==> src/rtl/mmcm_ps_pkg.sv <==
// Shared definitions for the MMCM dynamic phase-shift sequencer:
// the FSM state type and default widths / psdone timeout.
package mmcm_ps_pkg;

   localparam int STEP_W_DEF  = 16;
   localparam int POS_W_DEF   = 16;
   localparam int TIMEOUT_DEF = 1023;

   typedef enum logic [1:0] {
      IDLE,
      ISSUE,
      WAIT,
      FINISH
   } state_t;

endpackage

==> src/rtl/mmcm_ps_sequencer.sv <==
// Steps the MMCM phase-shift port one psen/psdone handshake at a time and tracks the offset.
// Optional psdone watchdog is enabled by defining PS_TIMEOUT_EN.
module mmcm_ps_sequencer
   import mmcm_ps_pkg::*;
#(
   parameter int STEP_W  = STEP_W_DEF,
   parameter int POS_W   = POS_W_DEF,
   parameter int TIMEOUT = TIMEOUT_DEF
) (
   input  logic              psclk,
   input  logic              reset,
   input  logic              cmd_valid,
   output logic              cmd_ready,
   input  logic [STEP_W-1:0] cmd_steps,
   input  logic              locked,
   output logic              psen,
   output logic              psincdec,
   input  logic              psdone,
   output logic [POS_W-1:0]  pos,
   output logic              busy,
   output logic              done,
   output logic              err
);

   state_t            state;
   state_t            next_state;
   logic              dir;
   logic              dir_next;
   logic [STEP_W-1:0] rem;
   logic [STEP_W-1:0] abs_steps;
   logic              accept;
   logic              abort;
   logic              step_done;
   logic              timeout;

   // Magnitude as unsigned; the most negative command maps to 2^(STEP_W-1).
   assign abs_steps = cmd_steps[STEP_W-1] ? (~cmd_steps + STEP_W'(1)) : cmd_steps;
   assign cmd_ready = (state == IDLE) && locked;
   assign dir_next  = accept ? ~cmd_steps[STEP_W-1] : dir;

`ifdef PS_TIMEOUT_EN
   localparam int CNT_W = $clog2(TIMEOUT + 1);
   logic [CNT_W-1:0] wait_cnt;

   always_ff @(posedge psclk) begin
      if (reset || state != WAIT) begin
         wait_cnt <= '0;
      end else begin
         wait_cnt <= wait_cnt + CNT_W'(1);
      end
   end

   // Fires on the TIMEOUT-th consecutive WAIT cycle without psdone.
   assign timeout = (state == WAIT) && (wait_cnt == CNT_W'(TIMEOUT - 1));
`else
   logic unused_timeout;
   assign unused_timeout = ^TIMEOUT;
   assign timeout        = 1'b0;
`endif

   always_ff @(posedge psclk) begin
      if (reset) begin
         state <= IDLE;
      end else begin
         state <= next_state;
      end
   end

   always_comb begin
      // NOTE: every output of this block gets a default first, so no path can infer a latch.
      next_state = state;
      accept     = 1'b0;
      abort      = 1'b0;
      step_done  = 1'b0;
      unique case (state)
         IDLE: begin
            if (cmd_valid && cmd_ready) begin
               accept     = 1'b1;
               next_state = (abs_steps == '0) ? FINISH : ISSUE;
            end
         end
         ISSUE: begin
            if (!locked) begin
               abort      = 1'b1;
               next_state = FINISH;
            end else begin
               next_state = WAIT;
            end
         end
         WAIT: begin
            // A psdone coinciding with lock loss still counts before the abort.
            step_done = psdone;
            if (!locked || (!psdone && timeout)) begin
               abort      = 1'b1;
               next_state = FINISH;
            end else if (psdone) begin
               next_state = (rem != '0) ? ISSUE : FINISH;
            end
         end
         FINISH: next_state = IDLE;
         default: next_state = IDLE;
      endcase
   end

   // NOTE: outputs are registered from next_state so each one is valid in the same cycle as the state it reports.
   always_ff @(posedge psclk) begin
      if (reset) begin
         dir      <= 1'b0;
         rem      <= '0;
         pos      <= '0;
         err      <= 1'b0;
         psen     <= 1'b0;
         psincdec <= 1'b0;
         busy     <= 1'b0;
         done     <= 1'b0;
      end else begin
         psen     <= (next_state == ISSUE);
         psincdec <= (next_state == ISSUE) && dir_next;
         busy     <= (next_state != IDLE);
         done     <= (next_state == FINISH);

         if (accept) begin
            dir <= ~cmd_steps[STEP_W-1];
            rem <= abs_steps;
         end else if (state == ISSUE) begin
            rem <= rem - STEP_W'(1);
         end

         if (accept) begin
            err <= 1'b0;
         end else if (abort) begin
            err <= 1'b1;
         end

         if (step_done) begin
            pos <= dir ? (pos + POS_W'(1)) : (pos - POS_W'(1));
         end
      end
   end

endmodule

==> config.mk <==
export PLATFORM = sky130hd
export DESIGN_NAME = mmcm_ps_sequencer
export DESIGN_NICKNAME = d
export VERILOG_FILES = /design/src/rtl/mmcm_ps_pkg.sv /design/src/rtl/mmcm_ps_sequencer.sv
export SDC_FILE = /design/constraint.sdc
export NUM_CORES = 1
export LEC_CHECK = 0
export ABC_CLOCK_PERIOD_IN_PS = 5470
export CORE_MARGIN = 3
export CORE_UTILIZATION = 60
export DETAILED_ROUTE_END_ITERATION = 7
export PLACE_DENSITY = 0.88
export SYNTH_ARGS = -nofsm -noshare
export SYNTH_HDL_FRONTEND = slang
export SYNTH_SLANG_ARGS = --single-unit
export TNS_END_PERCENT = 5
==> constraint.sdc <==
create_clock -name psclk -period 5.47 [get_ports psclk]
set_clock_uncertainty 0.15 [all_clocks]
set_input_delay 1.094 -clock psclk [delete_from_list [all_inputs] [get_ports psclk]]
set_output_delay 1.094 -clock psclk [all_outputs]
set_load 0.02 [all_outputs]
==> run metrics <==
Max FO, Critical Path=5; HP Class=reg -> reg; PwrDens=around 470 mW/mm^2; total of fill cells in the finished design=405; row cnt=25; initial antenna violation count=0; Skew-Pair Late Insertion Delay=0.29 ns; MaxCap Viol Count=0; worst vdd ir=~0.00033 V; initial DRC count=165; Seq/Total Area, Yosys=roughly a quarter; EDFF count, synth=0; DR WL/cell=between 10 and 15 microns; leading cell types by count after synthesis=40 x dfxtp_1, 33 x nor2_1, 30 x nand2_1; share of the synthesized area in the top cell type=26.4%; Synth Register Bits=40; number of routed nets with antenna violations=0; Mapped Nets=roughly 420; Core ar.=between 0.004 and 0.005 sq mm; final WL=between 7000 and 8000 microns; die area=between 0.005 and 0.006 sq mm; post-synth cell types=54; CP arrival=between 2 and 2.5 ns; Inserted Diodes=0; status=completed; CTS buffer count=5; leakage=1.33 nW; Post-Syn Instances=382; final hold vios=0; Final setup viols=0; placed cell count=~480; critical path launch point type=primary input; Final Wtd Congestion=just over 1; CTS Sinks=40; Netlist Area Pre-Place=between 0.003 and 0.004 sq mm; I/O pins=43; Fmax achieved=0.274 GHz; gr usage total=24.2%; largest net degree at the start of global routing=29; Initial Utilization=a little over three fifths; final slew viol count=0; drc violations=0; dpl hpwl=between 5000 and 6000 microns; Post-CTS Setup Repair Bufs=0; CTS-repair resized insts=0; IO Port Bufs=42; first-pass GRT wire length=approximately 12000 microns; Non-Filler Instances=just under 500; Crit. End Element=primary output; Worst EP required=4.23 ns; Avg Inst Size Synth=between 7 and 8 sq um; YS warnings=0; final setup TNS=0 ns; RSZ-0062 raised after global routing=no; clock slew at reported path FFs=0.07 ns; Worst-Margin Slew=between 1 and 1.5 ns; Primary FF master, synth=dfxtp_1; number of global-route vias before repair=between 2000 and 3000; Final Power=0.00168 W; crit path time final=3.65 ns; drt first pass iters=7; Chip Width=77.1 microns; Area Overhead vs Synth=16.8%; die span in y=77.1 microns; relative slew slack=~27%; fraction of layout cells with a size suffix above 1=between 3 and 4%; Clock Tree Buf Depth=2; async set-or-reset flop fraction in the synthesized netlist=0%; Post-CTS Hold Buffers=0; final period utilization=66.7%; nets=457; H-tree depth=2; Synth area leaders=dfxtp_1 26%, ha_1 8.3%, xor2_1 4.9%, xnor2_1 4.6%, nor2_1 4.1%; grt ovf=0; root buffer cell=clkbuf_8; Yosys top cell by area=dfxtp_1; Via-to-Cell Ratio=about 6; routed via count=about 3000; CTS tree=done; critical path class=in -> out; most common cell in the netlist=dfxtp_1
==> registers in the layout (all words and copies together), names as in the netlist <==
register	count
state	2
psen	1
busy	1
dir	1
pos	16
err	1
done	1
psincdec	1
rem	16
==> per-stage QoR <==
stage / instance area, sq um / setup slack [ns] / hold slack [ns] / util [%]
detailed placement: 3460 / 1.59 / 0.324 / 71.9
finish: 3540 / 1.82 / 0.331 / 73.5
global placement: 3460 / 1.70 / 0.311 / 71.9
floorplan: 3030 / 2.31 / 0.362 / -
CTS: 3540 / 1.82 / 0.332 / 73.5
global route: 3540 / 1.71 / 0.350 / 73.5
==> report_power, final <==
| group | switching, W | internal [W] | total (W) |
|---|---|---|---|
| registers | 0.0000787 | 0.000383 | 0.000462 |
| logic | 0.000591 | 0.000442 | 0.00103 |
| clock network | 0.0000986 | 0.0000868 | 0.000185 |
| total | 0.000768 | 0.000913 | 0.00168 |
==> placed cells by master (no fill, tap or decap), types with 2 or more instances in the layout <==
| cell type | n |
|---|---|
| o41ai_1 | 3 |
| nor2b_1 | 8 |
| nand2_1 | 30 |
| nor3b_1 | 3 |
| clkbuf_8 | 5 |
| a31oi_1 | 5 |
| a21o_1 | 4 |
| and3_1 | 2 |
| nor2_1 | 33 |
| a311oi_1 | 2 |
| and2_1 | 3 |
| o21ai_0 | 16 |
| nor4_1 | 4 |
| o211ai_1 | 4 |
| a21oi_1 | 23 |
| nor4b_1 | 7 |
| ha_1 | 20 |
| o2111ai_1 | 3 |
| nand4b_1 | 3 |
| clkdlybuf4s50_1 | 42 |
| o31a_1 | 2 |
| o31ai_1 | 10 |
| a211oi_1 | 16 |
| or4_1 | 6 |
| o21a_1 | 2 |
| mux2i_1 | 3 |
| nand4_1 | 3 |
| xor2_1 | 17 |
| xnor2_1 | 16 |
| dfxtp_1 | 40 |
| nand2b_1 | 5 |
| or3_1 | 4 |
| nor3_1 | 16 |
| inv_1 | 16 |
| nand3_1 | 18 |
==> cell type report <==
cell class,count,area [sq um],area share [%]
Timing Repair Buffer,43,428,12.1
Tap cell,67,83.8,2.37
Clock buffer,6,72.6,2.05
Multi-Input combinational cell,309,2090,59.0
Clock inverter,1,5.00,0.141
Sequential cell,40,801,22.6
Inverter,16,60.1,1.70
==> worst max-delay path, stage by stage <==
cell and delay, ns:
clkdlybuf4s50_1 0.54, and2_1 0.17, clkdlybuf4s50_1 0.60
==> routing by layer <==
metal | wire (microns) | track usage [%]
met2 | 3610 | 44.7
met1 | 3110 | 28.5
met3 | 325 | 3.29
met5 | 0 | 0
met4 | 138 | 7.83
==> cells by family (layout without fill, tap and decap cells) <==
family,Yosys count,after routing,share of synthesized area [%]
DFF,40,40,26.4
xor gates and xnor gates,33,33,9.54
AOI/OAI and AO/OA,100,100,22.3
and+or+nand+nor,151,151,26.9
adders and majority gates,21,21,8.92
buffers and inverters,33,66,4.58
muxes,4,4,1.36
==> path summary, 6_finish.rpt <==
path / slack (ns) / startpoint / to / depth (start not counted)
min: 0.33 / pos[5]$_SDFFE_PP0P_ / pos[5]$_SDFFE_PP0P_ / 2
max: 1.82 / locked / cmd_ready / 3
max reg2reg: 2.71 / dir$_SDFF_PP0_ / pos[15]$_SDFFE_PP0P_ / 8
min reg2reg: 0.33 / pos[5]$_SDFFE_PP0P_ / pos[5]$_SDFFE_PP0P_ / 2
Power figures use the tool's default switching activity.
